<file path="config.mk">
export PLATFORM = sky130hd
export DESIGN_NAME = i2c_slave_regfile
export DESIGN_NICKNAME = d
export VERILOG_FILES = /design/src/rtl/i2c_slave_regfile.sv
export SDC_FILE = /design/constraint.sdc
export NUM_CORES = 1
export LEC_CHECK = 0
export BUFFER_PORTS_ARGS = -buffer_cell sky130_fd_sc_hd__buf_2
export CORE_MARGIN = 3
export CORE_UTILIZATION = 55
export DETAILED_ROUTE_END_ITERATION = 10
export PLACE_DENSITY_LB_ADDON = 0.2
export SETUP_SLACK_MARGIN = 0.3
export SLEW_MARGIN = 20
export SYNTH_ARGS = -nofsm -noshare
export SYNTH_HDL_FRONTEND = slang
export SYNTH_SLANG_ARGS = --single-unit
</file>
<file path="constraint.sdc">
create_clock -name clk -period 2.5 [get_ports clk]
set_input_delay 0.25 -clock clk [delete_from_list [all_inputs] [get_ports clk]]
set_output_delay 0.25 -clock clk [all_outputs]
set_load 0.01 [all_outputs]
</file>
<file path="src/rtl/i2c_slave_regfile.sv">
// I2C target with a byte-wide register file, auto-incrementing pointer and write strobe.
// Latency: 3 clk from a pad transition to the internal bus-event pulse; sda_oe follows one clk after that.
// Backpressure: none; the block never stretches SCL and follows the master's pace.
module i2c_slave_regfile #(
   parameter logic [6:0] SLAVE_ADDR = 7'h50,
   parameter int         DEPTH      = 16,
   parameter int         PTR_W      = $clog2(DEPTH)
) (
   input  logic             clk,
   input  logic             rst_n,
   input  logic             scl_in,
   input  logic             sda_in,
   output logic             sda_oe,
   output logic             busy,
   output logic             wr_valid,
   output logic [PTR_W-1:0] wr_addr,
   output logic [7:0]       wr_data
);

   typedef enum logic [3:0] {
      IDLE,
      ADDR,
      ADDR_ACK,
      PTR,
      PTR_ACK,
      WRITE,
      WR_ACK,
      READ,
      RD_ACK,
      WAIT_STOP
   } state_t;

   // Sync stages reset to 1 so an idle bus never produces a spurious edge.
   logic [2:0] scl_sync;
   logic [2:0] sda_sync;
   logic       scl_rise;
   logic       scl_fall;
   logic       start_det;
   logic       stop_det;
   logic       sda_bit;

   always_ff @(posedge clk) begin
      if (!rst_n) begin
         scl_sync  <= 3'b111;
         sda_sync  <= 3'b111;
         scl_rise  <= 1'b0;
         scl_fall  <= 1'b0;
         start_det <= 1'b0;
         stop_det  <= 1'b0;
         sda_bit   <= 1'b1;
      end else begin
         scl_sync  <= {scl_sync[1:0], scl_in};
         sda_sync  <= {sda_sync[1:0], sda_in};
         scl_rise  <= scl_sync[1] & ~scl_sync[2];
         scl_fall  <= ~scl_sync[1] & scl_sync[2];
         start_det <= scl_sync[1] & scl_sync[2] & ~sda_sync[1] & sda_sync[2];
         stop_det  <= scl_sync[1] & scl_sync[2] & sda_sync[1] & ~sda_sync[2];
         sda_bit   <= sda_sync[1];
      end
   end

   state_t           state, state_nx;
   logic [2:0]       bit_cnt, bit_cnt_nx;
   logic [7:0]       shreg, shreg_nx;
   logic [PTR_W-1:0] ptr, ptr_nx;
   logic             ack_pend, ack_pend_nx;
   logic             rw, rw_nx;
   logic             sda_oe_nx;
   logic             busy_nx;
   logic             wr_valid_nx;
   logic [PTR_W-1:0] wr_addr_nx;
   logic [7:0]       wr_data_nx;
   logic             reg_we;
   logic [7:0]       regs [DEPTH];

   logic [7:0]       byte_in;
   logic             last_bit;
   logic             ptr_ok;
   logic [PTR_W-1:0] ptr_inc;

   assign byte_in  = {shreg[6:0], sda_bit};
   assign last_bit = (bit_cnt == 3'd7);
   assign ptr_ok   = (32'(byte_in) < DEPTH);
   assign ptr_inc  = (ptr == PTR_W'(DEPTH - 1)) ? '0 : ptr + 1'b1;

   always_ff @(posedge clk) begin
      if (!rst_n) begin
         state    <= IDLE;
         bit_cnt  <= '0;
         shreg    <= '0;
         ptr      <= '0;
         ack_pend <= 1'b0;
         rw       <= 1'b0;
         sda_oe   <= 1'b0;
         busy     <= 1'b0;
         wr_valid <= 1'b0;
         wr_addr  <= '0;
         wr_data  <= '0;
      end else begin
         state    <= state_nx;
         bit_cnt  <= bit_cnt_nx;
         shreg    <= shreg_nx;
         ptr      <= ptr_nx;
         ack_pend <= ack_pend_nx;
         rw       <= rw_nx;
         sda_oe   <= sda_oe_nx;
         busy     <= busy_nx;
         wr_valid <= wr_valid_nx;
         wr_addr  <= wr_addr_nx;
         wr_data  <= wr_data_nx;
      end
   end

   always_ff @(posedge clk) begin
      if (!rst_n) begin
         for (int i = 0; i < DEPTH; i++) regs[i] <= '0;
      end else if (reg_we) begin
         regs[ptr] <= byte_in;
      end
   end

   always_comb begin
      state_nx    = state;
      bit_cnt_nx  = bit_cnt;
      shreg_nx    = shreg;
      ptr_nx      = ptr;
      ack_pend_nx = ack_pend;
      rw_nx       = rw;
      sda_oe_nx   = sda_oe;
      busy_nx     = busy;
      wr_valid_nx = 1'b0;
      wr_addr_nx  = wr_addr;
      wr_data_nx  = wr_data;
      reg_we      = 1'b0;

      if (stop_det) begin
         state_nx    = IDLE;
         busy_nx     = 1'b0;
         sda_oe_nx   = 1'b0;
         ack_pend_nx = 1'b0;
      end else if (start_det) begin
         state_nx    = ADDR;
         bit_cnt_nx  = '0;
         busy_nx     = 1'b0;
         sda_oe_nx   = 1'b0;
         ack_pend_nx = 1'b0;
      end else begin
         case (state)
            ADDR: begin
               if (scl_rise) begin
                  shreg_nx   = byte_in;
                  bit_cnt_nx = bit_cnt + 1'b1;
                  if (last_bit) begin
                     if (byte_in[7:1] == SLAVE_ADDR) begin
                        state_nx = ADDR_ACK;
                        busy_nx  = 1'b1;
                        rw_nx    = byte_in[0];
                     end else begin
                        state_nx = WAIT_STOP;
                     end
                  end
               end
            end
            // First SCL fall starts driving the ACK, the second one ends the ACK bit.
            ADDR_ACK, PTR_ACK, WR_ACK: begin
               if (scl_fall) begin
                  if (!ack_pend) begin
                     sda_oe_nx   = 1'b1;
                     ack_pend_nx = 1'b1;
                  end else begin
                     ack_pend_nx = 1'b0;
                     sda_oe_nx   = 1'b0;
                     bit_cnt_nx  = '0;
                     if (state == ADDR_ACK && rw) begin
                        state_nx  = READ;
                        shreg_nx  = regs[ptr];
                        sda_oe_nx = ~regs[ptr][7];
                     end else if (state == ADDR_ACK) begin
                        state_nx = PTR;
                     end else begin
                        state_nx = WRITE;
                     end
                  end
               end
            end
            PTR: begin
               if (scl_rise) begin
                  shreg_nx   = byte_in;
                  bit_cnt_nx = bit_cnt + 1'b1;
                  if (last_bit) begin
                     if (ptr_ok) begin
                        ptr_nx   = byte_in[PTR_W-1:0];
                        state_nx = PTR_ACK;
                     end else begin
                        state_nx = WAIT_STOP;
                     end
                  end
               end
            end
            // Write and pointer increment happen together, so an aborted byte leaves both untouched.
            WRITE: begin
               if (scl_rise) begin
                  shreg_nx   = byte_in;
                  bit_cnt_nx = bit_cnt + 1'b1;
                  if (last_bit) begin
                     reg_we      = 1'b1;
                     wr_valid_nx = 1'b1;
                     wr_addr_nx  = ptr;
                     wr_data_nx  = byte_in;
                     ptr_nx      = ptr_inc;
                     state_nx    = WR_ACK;
                  end
               end
            end
            // The pointer advances once a byte has been fully shifted out, even if the master NACKs it.
            READ: begin
               if (scl_fall) begin
                  if (last_bit) begin
                     sda_oe_nx = 1'b0;
                     ptr_nx    = ptr_inc;
                     state_nx  = RD_ACK;
                  end else begin
                     shreg_nx   = {shreg[6:0], 1'b0};
                     sda_oe_nx  = ~shreg[6];
                     bit_cnt_nx = bit_cnt + 1'b1;
                  end
               end
            end
            RD_ACK: begin
               if (scl_rise && !ack_pend) begin
                  if (sda_bit) state_nx = WAIT_STOP;
                  else         ack_pend_nx = 1'b1;
               end else if (scl_fall && ack_pend) begin
                  ack_pend_nx = 1'b0;
                  bit_cnt_nx  = '0;
                  shreg_nx    = regs[ptr];
                  sda_oe_nx   = ~regs[ptr][7];
                  state_nx    = READ;
               end
            end
            default: begin
            end
         endcase
      end
   end

endmodule

</file>
==> run_results.csv <==
group,metric,value,unit
status,outcome,"complete, no violations",
worst_setup_path,startpoint_type,"flop",
timing,slew-limit-headroom,0.585,
timing,setup_tns,0,ps
clocking,clk_latency,430,ps
worst_setup_path,worstPathCellList,"ha_1 > ha_1 > nand2_2 > nor4_4 > buf_6 > nand3_2 > buf_4 > o21ai_1 > buf_4",
worst_setup_path,cp-endpoint,"regs[15][7]",
clocking,clk_pin_slew,70,ps
grt,grt_pass1_vias,5516,
timing,min_period,2150,ps
timing,setup_violations,0,
timing,maxSlewViolCount,0,
worst_setup_path,r2r_start,"bit_cnt[0]",
worst_setup_path,cp.depth,9,
worst_setup_path,rr_endpoint,"regs[15][7]",
detailed_routing,drtIter0Drc,566,
run,maxCapViolCount,0,
timing,tightest_slew,622,ps
worst_setup_path,path_delay_family,"buffers and inverters",
logic_synthesis,yosysWarningCount,0,
detailed_routing,wl_per_cell,21.1,um
detailed_routing,wl,19.9,mm
logic_synthesis,synth_area,8340,um^2
worst_setup_path,crit_arrival,2290,ps
timing,fmax,465,MHz
logic_synthesis,yosys_register_bits,177,
grt,antenna_found_initial,0,
logic_synthesis,ys_types,52,
placement,place_ws,122,ps
logic_synthesis,synth_edf_count,128,
worst_setup_path,required,2640,ps
worst_setup_path,critical_path_buf_inv_count,3,
detailed_routing,ant_nets,0,
floorplan,ios,19,
finish,nets,755,
worst_setup_path,r2r_cells,9,
clocking,cts_max_level,4,
worst_hold_path,hp-class,"input pin to flop",
logic_synthesis,ys_async_sr_fraction,0,
grt,groute.usage.overall,0.248,
pwr,power.leakage,0.00331,uW
detailed_routing,first_pass_iters,7,
worst_setup_path,slowest_stage,"dfxtp_2",
worst_setup_path,path_max_fanout,10,
floorplan,die_w,129,um
floorplan,core,14700,um^2
grt,grt_first_pass_wirelength,31.0,mm
timing,fin_ws,350,ps
logic_synthesis,yosysTopAreaCell,"edfxtp_1",
floorplan,rows,44,
worst_setup_path,critPathKind,"flop to flop",
logic_synthesis,syn_area_per_cell,11.7,um^2
timing,skew,8.79,ps
clocking,cts.sinks,177,
grt,overflow,0,
detailed_routing,dr_total_vias,5752,
finish,diodes,0,
timing,hold_violations,0,
finish,fillers,1083,
finish,final_common_cell,"edfxtp_1",
finish,drive_gt1_frac,0.226,
placement,hpwl,13.4,mm
floorplan,die_y,129,um
clocking,cts_buffers,17,
logic_synthesis,synth.top_cell.area_share,0.461,
floorplan,initial_core_util,0.568,
placement,portBuffers,18,
detailed_routing,via_per_inst,6.11,
placement,gp_congestion,0.904,
timing,rsz0062_at_grt,"true",
clocking,cts.path.max_buffers,2,
logic_synthesis,syn_nets,723,
grt,grt_max_degree,27,
detailed_routing,drcViolationCount,0,
worst_setup_path,slowest_delay,360,ps
worst_setup_path,end_kind,"flop",
finish,layout_common_cells,"edfxtp_1, and2_1, dfxtp_1, buf_4, nand2_1",
worst_setup_path,startpoint,"bit_cnt[0]",
clocking,cts_tree,"built",
floorplan,dieArea,16700,um^2
logic_synthesis,syn_inst,713,
clocking,clockRootBuffer,"clkbuf_16",
pwr,irDropWorstVdd,0.827,mV
logic_synthesis,synth_ff_type,"edfxtp_1",
worst_setup_path,r2r_slack,350,ps
logic_synthesis,yosys-top-cells-area,"edfxtp_1, dfxtp_1, and2_1",
finish,syn_to_final_growth,15.2,%
logic_synthesis,ys_seq_area_frac,0.578,
timing,fin_crit_sh,0.860,
pwr,power_density,648,nW/um^2
## cell type report
class	count	area [um^2]	area share
clock inverters	14	170	0.0177
well taps	184	230	0.0240
repair buffers	73	533	0.0555
inverters	10	37.5	0.00391
clock buffers	18	429	0.0447
multi-input cells	466	3380	0.351
flip-flops and latches	177	4830	0.503
## cells by family after synthesis
logic type | after synthesis | share of synthesized area
mux | 58 | 0.0964
buf+inv | 70 | 0.0333
flops | 177 | 0.578
compound gates | 119 | 0.0915
fa+ha+maj | 6 | 0.00900
simple gates | 283 | 0.192
## sequential cells by signal (all words and copies together) (netlist names), named ones only
name,count
scl_rise,1
scl_sync,3
state,4
stop_det,1
regs,128
sda_sync,3
shreg,7
bit_cnt,3
rw,1
scl_fall,1
busy,1
wr_data,8
wr_valid,1
start_det,1
sda_oe,1
ptr,4
wr_addr,4
ack_pend,1
## routing by layer
layer	GRT usage	vias to the layer above	part of all wire	wire length [um]
met5	0	-	0	0
met4	0.0673	0	0.017	329
met3	0.0491	29	0.056	1110
met2	0.403	208	0.49	9810
met1	0.343	2856	0.43	8630
li1	-	2659	-	-
## metrics by stage
step                      hold WS [ps]  total power, uW   util  area, um^2  cells
final                              273             6220  0.654        9610    942
after floorplan                    351             3450      -        8350    713
after global placement             389             3540  0.598        8800    903
after global routing               269             6390  0.654        9610    942
after CTS                          245             6230  0.646        9500    939
after detailed placement           397             3550  0.598        8800    903
## worst min-delay path by stage
stage	to	cells past startpoint	slack [ps]	start
after floorplan	scl_sync[0]	1	350	scl_in
after global placement	scl_sync[1]	1	390	scl_sync[0]
after detailed placement	sda_sync[1]	1	400	sda_sync[0]
after CTS	wr_data[4]	2	240	rst_n
after global routing	wr_data[3]	2	270	rst_n
final	wr_data[4]	2	270	rst_n
## synthesized netlist by cell type, types with 2 or more instances
master and count:
a32o_1 3, buf_1 4, nand2b_1 18, nor3_1 21, and3_1 7, inv_1 10
a211oi_1 4, and2_1 117, nor3b_1 2, edfxtp_1 128, o22ai_1 2, nand4_1 3
a221oi_1 6, or3_1 2, mux4_2 16, nor3_2 2, a31oi_1 4, a21o_1 2
nor2b_1 7, or4_1 2, mux2_2 6, mux2i_1 35, nand3_1 12, buf_2 6
nor4_1 10, a22oi_1 16, ha_1 6, a21boi_0 14, a21oi_1 27, nor2_1 29
o21ai_0 33, nand2_1 41, dfxtp_1 49, clkbuf_1 49, or2_2 3
## timing repair
action | in CTS | in global routing
hold buffers | 2 | 0
pin swaps | 2 | 0
endpoints found under the hold margin | 2 | 0
cloned | 0 | 2
gates resized for setup | 19 | 27
setup buffers | 2 | 1
endpoints found under the setup margin | 206 | 204
## power breakdown
group          switching [uW]  internal [uW]
combinational             120           82.7
sequential               48.3           3250
clock                    1210           1510
total                    1380           4840
No activity file was read; power rests on OpenSTA's default activity.
